<file path="config.mk">
export PLATFORM = sky130hd
export DESIGN_NAME = alu_multicycle
export DESIGN_NICKNAME = d
export VERILOG_FILES = /design/src/rtl/alu_multicycle.sv
export SDC_FILE = /design/constraint.sdc
export NUM_CORES = 1
export LEC_CHECK = 0
export ABC_CLOCK_PERIOD_IN_PS = 1150
export CORE_AREA = 8 8 112 114
export DETAILED_ROUTE_END_ITERATION = 8
export DIE_AREA = 0 0 120 122
export DONT_BUFFER_PORTS = 1
export GPL_TIMING_DRIVEN = 0
export HOLD_SLACK_MARGIN = 0.08
export PLACE_DENSITY_LB_ADDON = 0.08
export SETUP_SLACK_MARGIN = 0.4
export SYNTH_ARGS = -nofsm -noshare
export SYNTH_HDL_FRONTEND = slang
export SYNTH_SLANG_ARGS = --single-unit
</file>
<file path="constraint.sdc">
create_clock -name clk -period 1.15 [get_ports clk]
set_clock_uncertainty 0.05 [all_clocks]
set_input_delay 0.23 -clock clk [delete_from_list [all_inputs] [get_ports clk]]
set_output_delay 0.23 -clock clk [all_outputs]
set_load 0.03 [all_outputs]
</file>
<file path="src/rtl/alu_multicycle.sv">
// Multi-cycle ALU: single-cycle AND/OR/ADD/SUB/SLT and an optional iterative signed
// restoring divider, enabled by defining ALU_DIV_EN (absent: code 1010 is undefined).
module alu_multicycle #(
  parameter int WIDTH = 32
) (
  input  logic             clk,
  input  logic             reset,
  input  logic             start,
  input  logic [3:0]       alu_control,
  input  logic [WIDTH-1:0] a,
  input  logic [WIDTH-1:0] b,
  output logic [WIDTH-1:0] result,
  output logic [WIDTH-1:0] remainder,
  output logic             zero,
  output logic             busy,
  output logic             done,
  output logic             div_by_zero
);

  localparam logic [3:0] OP_AND = 4'b0000;
  localparam logic [3:0] OP_OR  = 4'b0001;
  localparam logic [3:0] OP_ADD = 4'b0010;
  localparam logic [3:0] OP_SUB = 4'b0110;
  localparam logic [3:0] OP_SLT = 4'b0111;
  localparam logic [3:0] OP_DIV = 4'b1010;

  function automatic logic [WIDTH-1:0] alu_op(input logic [3:0] op,
                                              input logic signed [WIDTH-1:0] x,
                                              input logic signed [WIDTH-1:0] y);
    logic [WIDTH-1:0] r;
    case (op)
      OP_AND:  r = x & y;
      OP_OR:   r = x | y;
      OP_ADD:  r = x + y;
      OP_SUB:  r = x - y;
      OP_SLT:  r = {{(WIDTH-1){1'b0}}, (x < y)};
      default: r = '0;
    endcase
    return r;
  endfunction

  logic [WIDTH-1:0] op_res;
  assign op_res = alu_op(alu_control, a, b);

`ifdef ALU_DIV_EN
  localparam int CW = $clog2(WIDTH);

  typedef enum logic [1:0] {S_IDLE, S_DIV, S_FIN} state_t;

  function automatic logic [WIDTH-1:0] magnitude(input logic signed [WIDTH-1:0] x);
    return x[WIDTH-1] ? -x : x;
  endfunction

  function automatic logic [WIDTH-1:0] apply_sign(input logic [WIDTH-1:0] v, input logic neg);
    return neg ? -v : v;
  endfunction

  state_t           state;
  logic [CW-1:0]    cnt;
  logic [WIDTH-1:0] rem_p, quo_p, dvs_p;
  logic             neg_q, neg_r;
  logic [WIDTH:0]   shifted, diff;
  logic [WIDTH-1:0] rem_nxt, quo_nxt, quo_fin, rem_fin;
  logic             load;

  assign load = (state != S_DIV) && start && (alu_control == OP_DIV) && (b != '0);

  // One restoring step: remainder stays below the divisor, so the borrow bit decides.
  always_comb begin
    shifted = {rem_p, quo_p[WIDTH-1]};
    diff    = shifted - {1'b0, dvs_p};
    if (diff[WIDTH]) begin
      rem_nxt = shifted[WIDTH-1:0];
      quo_nxt = {quo_p[WIDTH-2:0], 1'b0};
    end else begin
      rem_nxt = diff[WIDTH-1:0];
      quo_nxt = {quo_p[WIDTH-2:0], 1'b1};
    end
    quo_fin = apply_sign(quo_nxt, neg_q);
    rem_fin = apply_sign(rem_nxt, neg_r);
  end

  always_ff @(posedge clk) begin
    if (load) begin
      rem_p <= '0;
      quo_p <= magnitude(a);
      dvs_p <= magnitude(b);
      neg_q <= a[WIDTH-1] ^ b[WIDTH-1];
      neg_r <= a[WIDTH-1];
    end else if (state == S_DIV) begin
      rem_p <= rem_nxt;
      quo_p <= quo_nxt;
    end
  end

  // FIN is the done cycle; it accepts a new start exactly like IDLE.
  always_ff @(posedge clk or posedge reset) begin
    if (reset) begin
      state       <= S_IDLE;
      cnt         <= '0;
      result      <= '0;
      remainder   <= '0;
      zero        <= 1'b1;
      busy        <= 1'b0;
      done        <= 1'b0;
      div_by_zero <= 1'b0;
    end else begin
      done <= 1'b0;
      case (state)
        S_DIV: begin
          cnt <= cnt - 1'b1;
          if (cnt == '0) begin
            result      <= quo_fin;
            remainder   <= rem_fin;
            zero        <= (quo_fin == '0);
            div_by_zero <= 1'b0;
            done        <= 1'b1;
            busy        <= 1'b0;
            state       <= S_FIN;
          end
        end
        default: begin
          state <= S_IDLE;
          if (start) begin
            if (alu_control == OP_DIV) begin
              if (b == '0) begin
                result      <= '1;
                remainder   <= a;
                zero        <= 1'b0;
                div_by_zero <= 1'b1;
                done        <= 1'b1;
              end else begin
                cnt   <= CW'(WIDTH - 1);
                busy  <= 1'b1;
                state <= S_DIV;
              end
            end else begin
              result      <= op_res;
              zero        <= (op_res == '0);
              div_by_zero <= 1'b0;
              done        <= 1'b1;
            end
          end
        end
      endcase
    end
  end
`else
  assign remainder   = '0;
  assign busy        = 1'b0;
  assign div_by_zero = 1'b0;

  always_ff @(posedge clk or posedge reset) begin
    if (reset) begin
      result <= '0;
      zero   <= 1'b1;
      done   <= 1'b0;
    end else begin
      done <= start;
      if (start) begin
        result <= op_res;
        zero   <= (op_res == '0);
      end
    end
  end
`endif

endmodule

</file>
==> results.json, run 1 <==
{
  "status": "finished with violations",
  "violations": "DRC, hold timing, setup timing",
  "drt_iter0_drc": 1738,
  "grt_pass1_vias": 8132,
  "vdd_drop_max_v": 0.0007631,
  "num_antenna_cells": 0,
  "max_slew_margin": 0.4764,
  "async_flop_share": 1.000,
  "grt_overflow_total": 0,
  "cts_hold_buf": 1,
  "final_antenna_net_count": 0,
  "seq_area_frac_synth": 0.1205,
  "fmax_mhz": 286.9,
  "grt_pass1_wl_um": 43980,
  "yosysWarnings": 0,
  "gp_congestion": 1.035,
  "drv_cap": 0,
  "fillers": 638,
  "final-hold-violation-count": 33,
  "antenna_found_initial": 1,
  "worst_setup_path_start_kind": "primary input",
  "synth_top_area_share": 0.1735,
  "dr.pass1.iters": 9,
  "synth-main-ff-cell": "dfrtp_1",
  "ios": 139,
  "rsz0062_at_grt": "true",
  "crit_fanout": 3,
  "start_util": 0.6608,
  "fin_area_um2": 8975,
  "clk_pin_slew_worst_paths_ns": 0.09,
  "clock-sinks": 34,
  "hpwlAfterDp_um": 20250,
  "synth_area_um2": 7069,
  "min_period_ns": 3.485,
  "dieArea_um2": 14640,
  "grt_max_degree": 35,
  "crit_path_end_kind": "flip-flop",
  "io_buffer_count": 0,
  "worst_pin_slew_ns": 0.7854,
  "die_height_um": 122,
  "powerDensity_nw_per_um2": 854.1,
  "drive_gt1_frac": 0.3177,
  "synth.avg_cell_area_um2": 7.251,
  "htreeDepth": 2,
  "routedWlPerCell_um": 27.73,
  "viasPerCell": 7.395,
  "synth-edff-count": 0,
  "syn2layout_area_growth_pct": 26.96,
  "ys_top_cells_by_count": "inv_1, a21oi_1, nor2_1, ha_1, nand2_1",
  "multi_input_area_um2": 6190,
  "routed_wl_um": 33380,
  "p_leak_nw": 3.933,
  "cts_buffers": 5,
  "fp.dieW_um": 120,
  "grtUsageTotal": 0.3768,
  "synth_area_leader_cell": "ha_1",
  "routed-via-count": 8903,
  "worstSkewPairLatency_ns": 0.30,
  "netlist_instances": 975,
  "synthTopCellsByArea": "ha_1, dfrtp_1, a21oi_1, inv_1, nor2_1",
  "required_ns": 1.32,
  "yosysMostFrequentCell": "inv_1",
  "setup_viol": 34,
  "nets": 1234,
  "finalCritPeriodShare": 3.030,
  "ys_seq_elements": 34,
  "critPathKind": "primary input to flip-flop",
  "seqCellArea_um2": 893.4,
  "setup_slack_ns": -2.335,
  "min_path_type": "primary input to async pin",
  "hold_slack_ns": -0.1323,
  "rows": 38,
  "root_buffer": "clkbuf_8",
  "maxSlewViolCount": 0,
  "arrival_ns": 3.66,
  "cts_tree": "yes",
  "drcViolationCount": 112,
  "ys_types": 86,
  "placed_area_um2": 7602,
  "cts_buffer_depth": 2,
  "core_region_area_um2": 10700,
  "ff2ff_setup_slack_ns": 0.16
}
==> critical path: stages <==
cell,delay [ns]
clkinvlp_4,0.09
ha_4,0.26
o21ba_4,0.22
or4_4,0.47
a2111oi_4,0.31
buf_4,0.22
nor3b_2,0.08
a21oi_1,0.26
xnor2_1,0.13
a21oi_2,0.44
nand4_1,0.18
nor4_2,0.32
nand4_1,0.21
o32ai_2,0.23
==> power by group <==
part / switching [W] / leakage, nW / internal [W]
sequential: 0.000420 / 0.376 / 0.00136
clock: 0.000556 / 0.0683 / 0.000870
combinational: 0.00280 / 3.49 / 0.00166
==> metrics by stage <==
stage               total power (W)  worst slack (ns)  std cells  utilization  setup TNS [ns]
finish                     0.007666            -2.335       1204       0.8389          -48.80
CTS                        0.006711            -2.165       1179       0.7761          -39.94
detailed placement         0.005033            -3.007       1148       0.7106          -57.98
floorplan                  0.004259            -1.959       1008            -          -37.54
global route               0.007890            -2.386       1204       0.8389          -49.10
global placement           0.004994            -3.031       1148       0.7106          -58.04
==> layout by cell type (no fill, tap or decap), types with 9 or more instances in the layout <==
cell / n
clkbuf_2: 9
buf_4: 69
ha_1: 87
a31oi_1: 12
o211ai_1: 15
nand4_1: 14
inv_1: 101
buf_6: 26
nand2_1: 65
o31ai_1: 9
ha_4: 9
dfrtp_2: 33
a21o_1: 12
a211oi_1: 10
nor2_1: 98
conb_1: 34
a21oi_2: 27
clkbuf_8: 15
xnor2_1: 10
nor4_1: 11
nor3_1: 14
clkbuf_1: 10
mux2i_1: 19
nand3_1: 9
o21ai_0: 32
a21oi_1: 77
==> cells by family after synthesis <==
family	synth area share
simple gates	0.1880
compound gates	0.3050
other cells	0.0005305
xor+xnor	0.01611
fa+ha+maj	0.1791
buf+inv	0.1480
flops	0.1205
mux	0.04283
==> layout make-up <==
cell class,instances,share of cell area
Multi-Input combinational cell,775,0.6897
Tap cell,140,0.01952
Clock inverter,3,0.007668
Buffer,86,0.07626
Inverter,113,0.05298
Clock buffer,5,0.007668
Timing Repair Buffer,48,0.04670
Sequential cell,34,0.09954
==> timing repair <==
| action | CTS | global route |
|---|---|---|
| pin swaps | 38 | 43 |
| endpoints found under the hold margin | 34 | 33 |
| endpoints found under the setup margin | 67 | 67 |
| setup buffers | 22 | 25 |
| resized for setup | 96 | 105 |
| gates cloned | 0 | 0 |
==> state kept, by name (all words and copies together), names as in the netlist <==
register  cells
result       32
done          1
zero          1
==> per-layer routing <==
metal	global-route usage	vias to the layer above	part of all wire
li1	-	3578	-
met1	0.4316	3946	0.31
met2	0.5969	990	0.42
met3	0.1189	383	0.17
met4	0.2545	6	0.11
met5	0	-	0.0026
==> path summary, 6_finish.rpt <==
path	start	to	cells past startpoint
max in group asynchronous	reset	result[19]	1
min	reset	result[0]	1
max reg2reg	result[7]	result[7]	2
min in group clk	start	result[1]	3
min reg2reg	zero	zero	2
max	b[1]	zero	14
Note: power is estimated with default switching activity, not from simulation.
==> inputs of run 2 (changes only) <==
Settings changed: CORE_AREA 8 8 112 114 to 8 8 128 130, DIE_AREA 0 0 120 122 to 0 0 136 138.
==> run 2 against run 1 <==
  * The run ends with hold timing, setup timing left
  * Worst hold slack improved by 0.021 ns
  * Fmax decreased by 0.59%
  * Global-route usage decreased by 10 points
  * Utilization decreased by 21 points
  * Clock-buffer cell count increased by 1
  * Cell area decreased by 0.14%
  * Clock power decreased by 5%
  * Non-clock buffer count increased by 7
  * Critical path depth unchanged
  * Largest power group unchanged
  * Highest routed layer is now met4
==> results.json, run 2 (synthesized netlist as in run 1, its figures left out) <==
{
  "status": "finished with violations",
  "violations": "hold timing, setup timing",
  "fillers": 1374,
  "drt_iter0_drc": 728,
  "min_path_type": "primary input to async pin",
  "nets": 1241,
  "setup_slack_ns": -2.356,
  "cts_tree": "yes",
  "layout_commonest_cell": "inv_1",
  "antenna_found_initial": 0,
  "grt_pass1_vias": 7338,
  "maxSlewViolCount": 0,
  "crit_chain": "clkinvlp_4 > ha_4 > o21ba_4 > or4_4 > a2111oi_4 > buf_4 > o211ai_4 > and2_4 > a221o_1 > a21oi_4 > nand4_1 > nor4_2 > nand4_1 > o32ai_2",
  "hpwlAfterDp_um": 20970,
  "dr.pass1.iters": 6,
  "worst_setup_path_start_kind": "primary input",
  "place_inst": 1192,
  "crit_fanout": 3,
  "setup_viol": 34,
  "core_region_area_um2": 14310,
  "grtUsageTotal": 0.2730,
  "cts_buffer_depth": 2,
  "grt_pass1_wl_um": 41220,
  "start_util": 0.4939,
  "rows": 44,
  "cts_buffers": 5,
  "root_buffer": "clkbuf_16",
  "ios": 139,
  "drv_cap": 0,
  "syn2layout_area_growth_pct": 26.78,
  "final_cell_mix": "inv_1, nor2_1, ha_1",
  "num_antenna_cells": 0,
  "finalCritPeriodShare": 3.048,
  "rsz0062_at_grt": "true",
  "critPathKind": "primary input to flip-flop",
  "powerDensity_nw_per_um2": 806.8,
  "largest-register": "result",
  "worstSkewPairLatency_ns": 0.28,
  "arrival_ns": 3.64,
  "routed-via-count": 7785,
  "fp.dieW_um": 136,
  "clock-sinks": 34,
  "grt_max_degree": 35,
  "final_cell_count_no_fill": 1255,
  "routed_wl_um": 27140,
  "die_height_um": 138,
  "crit_path_end_kind": "flip-flop",
  "power_w": 0.007231,
  "max_slew_margin": 0.4794,
  "cts_hold_buf": 1,
  "hold_slack_ns": -0.1116,
  "cp_common_cell": "nand4_1",
  "vdd_drop_max_v": 0.0005483,
  "io_buffer_count": 0,
  "final-hold-violation-count": 33,
  "gp_congestion": 0.9650,
  "largest_reg_flops": 32,
  "drive_gt1_frac": 0.3072,
  "crit_slowest_cell": "or4_4",
  "required_ns": 1.29,
  "grt_overflow_total": 0,
  "worst_pin_slew_ns": 0.7738,
  "clk_pin_slew_worst_paths_ns": 0.06,
  "fmax_mhz": 285.3,
  "final_antenna_net_count": 0,
  "htreeDepth": 2,
  "multi_input_area_um2": 6105,
  "slowest_delay_ns": 0.45,
  "top_regs": "result: 32 flops, done: 1 flops, zero: 1 flops",
  "p_leak_nw": 3.946,
  "setup_tns_ns": -45.26,
  "drcViolationCount": 0,
  "dieArea_um2": 18770,
  "seqCellArea_um2": 893.4,
  "routedWlPerCell_um": 21.62,
  "min_period_ns": 3.506,
  "viasPerCell": 6.203
}
## run 2: routing by layer
layer	GRT usage	part of all wire	vias to the layer above
met2	0.4502	0.48	441
met5	0	0	-
li1	-	-	3586
met1	0.3433	0.39	3687
met4	0.09717	0.037	0
met3	0.05362	0.10	71
## run 2: area by class of cell
cell class,instances,share of cell area
plain buffers,86,0.07567
well taps,184,0.02569
repair buffers,55,0.05193
clock inverters,2,0.001396
clock buffers,6,0.01550
inverters,113,0.04900
multi-input cells,775,0.6811
flip-flops and latches,34,0.09968
## run 2: final timing paths
path,end,depth (start not counted),slack [ns],startpoint
max reg2reg,zero,2,0.16,zero
min reg2reg,zero,2,0.55,zero
max in group asynchronous,result[7],1,0.71,reset
max,zero,14,-2.36,a[1]
min,result[30],1,-0.11,reset
min in group clk,result[1],3,0.14,start
## run 2: power by group
part | switching, W | leakage, nW | internal [W]
Combinational | 0.00248 | 3.50 | 0.00162
Sequential | 0.000409 | 0.376 | 0.00136
Clock | 0.000504 | 0.0729 | 0.000856
Total | 0.00339 | 3.95 | 0.00384
## run 2: through the flow
stage	setup WS [ns]	hold WS, ns	area [µm²]	utilization
after detailed placement	-3.036	0.2020	7657	0.5350
after global routing	-2.422	-0.05677	8962	0.6261
after CTS	-2.281	-0.09262	8428	0.5888
final	-2.356	-0.1116	8962	0.6261
after floorplan	-1.959	0.1194	7427	-
after global placement	-3.162	0.2016	7657	0.5350
## run 2: worst max-delay path, delay by kind of cell
kind	cells	cell delay, ns
buf+inv	2	0.29
compound gates	6	1.52
simple gates	5	1.33
fa+ha+maj	1	0.25
## run 2: timing repair
action                                 in CTS  in global routing
setup buffers                              31                 22
pin swaps                                  51                 43
resized for setup                          85                 83
endpoints found under the hold margin      34                 33
setup endpoints to repair                  67                 67
gates cloned                                0                  1
==> inputs of run 3 (changes only) <==
--- a/config.mk
+++ b/config.mk
@@ -9,2 +9,3 @@
 export CORE_AREA = 8 8 128 130
+export CTS_CLUSTER_DIAMETER = 200
 export DETAILED_ROUTE_END_ITERATION = 8
--- a/constraint.sdc
+++ b/constraint.sdc
@@ -4,2 +4,2 @@
 set_output_delay 0.23 -clock clk [all_outputs]
-set_load 0.03 [all_outputs]
+set_load 0.1 [all_outputs]
==> run 3 against run 2 <==
  * The run still ends with hold timing, setup timing left
  * Die area unchanged
  * Combinational power up 8.8%
  * Clock-buffer cell count down 1
  * First-iteration DRC count up 8.0%
  * Cell area up 0.98%
  * Flip-flop and latch count unchanged
  * Worst setup slack better by 0.026 ns
  * Fmax up 0.73%
  * Global-route usage about the same
  * Sequential power up 46%
  * Sequential share of layout area up 0.82 points
  * Critical path type unchanged
  * Largest power group unchanged
==> results.json, run 3 (synthesized netlist as in run 1, its figures left out) <==
{
  "post-route-util": 0.6323,
  "required_ns": 1.30,
  "fin_area_um2": 9050,
  "clock-sinks": 34,
  "final_antenna_net_count": 0,
  "worst_pin_slew_ns": 0.7588,
  "root_buffer": "clkbuf_16",
  "cts_hold_buf": 1,
  "status": "finished with violations",
  "largest-register": "result",
  "slowest_delay_ns": 0.46,
  "finalCritPeriodShare": 3.026,
  "routed_wl_um": 27120,
  "drive_gt1_frac": 0.2997,
  "routed-via-count": 7704,
  "worstSkewPairLatency_ns": 0.28,
  "drcViolationCount": 0,
  "final_cell_mix": "inv_1, nor2_1, a21oi_1, ha_1, buf_4",
  "cts_buffer_depth": 2,
  "worstReg2RegStart": "zero",
  "final_cell_count_no_fill": 1245,
  "layout_commonest_cell": "inv_1",
  "setup_slack_ns": -2.330,
  "num_antenna_cells": 0,
  "setup_tns_ns": -45.02,
  "fmax_mhz": 287.4,
  "cp_num_buf_inv": 2,
  "r2r_end": "zero",
  "reg2reg_depth": 2,
  "top_regs": "result: 32 flops, done: 1 flops, zero: 1 flops",
  "crit_fanout": 4,
  "startpoint": "b[1]",
  "clk_pin_slew_worst_paths_ns": 0.06,
  "nets": 1231,
  "crit_path_end_kind": "flip-flop",
  "ios": 139,
  "min_period_ns": 3.480,
  "p_leak_nw": 3.936,
  "dr.pass1.iters": 5,
  "rows": 44,
  "syn2layout_area_growth_pct": 28.02,
  "grt_pass1_vias": 7395,
  "drt_iter0_drc": 786,
  "crit_chain": "clkinvlp_4 > ha_4 > o21ba_4 > or4_4 > a2111oi_4 > o211ai_2 > buf_4 > a211oi_4 > a31oi_1 > mux2i_1 > a21oi_2 > and3_1 > nand4_1 > o32ai_2",
  "multi_input_area_um2": 6122,
  "critPathKind": "primary input to flip-flop",
  "gp_congestion": 0.9534,
  "cp_top_family": "compound AO/OA/AOI/OAI gates",
  "violations": "hold timing, setup timing",
  "antenna_found_initial": 0,
  "fp.dieW_um": 136,
  "io_buffer_count": 0,
  "grt_pass1_wl_um": 41210,
  "largest_reg_flops": 32,
  "rsz0062_at_grt": "true",
  "arrival_ns": 3.63,
  "final-hold-violation-count": 33,
  "placed_area_um2": 7741,
  "cts_tree": "yes",
  "max_slew_margin": 0.4895,
  "vdd_drop_max_v": 0.0006007,
  "drv_cap": 0,
  "grtUsageTotal": 0.2729,
  "htreeDepth": 2,
  "hold_slack_ns": -0.1156,
  "ff2ff_setup_slack_ns": -0.10,
  "place_inst": 1192,
  "min_path_type": "primary input to async pin",
  "hpwlAfterDp_um": 20940,
  "start_util": 0.4939,
  "grt_overflow_total": 0,
  "worst_setup_path_start_kind": "primary input",
  "seqCellArea_um2": 975.9,
  "maxSlewViolCount": 0,
  "crit_slowest_cell": "or4_4",
  "dieArea_um2": 18770,
  "core_region_area_um2": 14310,
  "setup_viol": 67,
  "viasPerCell": 6.188,
  "cts_buffers": 5,
  "routedWlPerCell_um": 21.79,
  "fillers": 1295,
  "powerDensity_nw_per_um2": 975.8,
  "grt_max_degree": 35,
  "die_height_um": 138
}
==> run 3: stage by stage <==
step | setup WS, ns | total power, W
2_1_floorplan | -1.959 | 0.005415
3_3_place_gp | -3.165 | 0.006218
3_5_place_dp | -3.124 | 0.006218
4_1_cts | -2.251 | 0.008378
5_1_grt | -2.370 | 0.009170
6_report | -2.330 | 0.008831
==> run 3: routing by layer <==
metal / track usage / share of wire / vias up / wire [µm]
met2: 0.4502 / 0.47 / 394 / 12650
met4: 0.1110 / 0.049 / 0 / 1325
met5: 0 / 0 / - / 0
li1: - / - / 3572 / -
met1: 0.3409 / 0.40 / 3652 / 10830
met3: 0.04855 / 0.085 / 86 / 2319
==> run 3: layout make-up <==
type,count,area share
buffer,86,0.07576
inverter,113,0.04880
sequential,34,0.1078
clock buffer,5,0.01383
tap,184,0.02544
clock inverter,3,0.007604
timing repair buffer,45,0.04424
multi-input combinational,775,0.6765
==> run 3: worst max path at each step <==
| stage | end | slack [ns] | cells past startpoint |
|---|---|---|---|
| floorplan | zero | -1.96 | 13 |
| CTS | zero | -2.25 | 13 |
| global route | zero | -2.37 | 14 |
| global placement | zero | -3.16 | 10 |
| finish | zero | -2.33 | 14 |
| detailed placement | zero | -3.12 | 10 |
==> run 3: timing repair <==
action                     in CTS  in global routing
resized for setup              88                 84
hold endpoints to repair       34                 33
cloned                          0                  0
buffers inserted               28                 16
setup endpoints to repair      67                 67
pin swaps                      32                 62
==> run 3: power breakdown <==
part	switching, W	internal, W	total [W]
Combinational	0.00282	0.00163	0.00446
Clock	0.000544	0.00125	0.00179
Sequential	0.00117	0.00142	0.00259
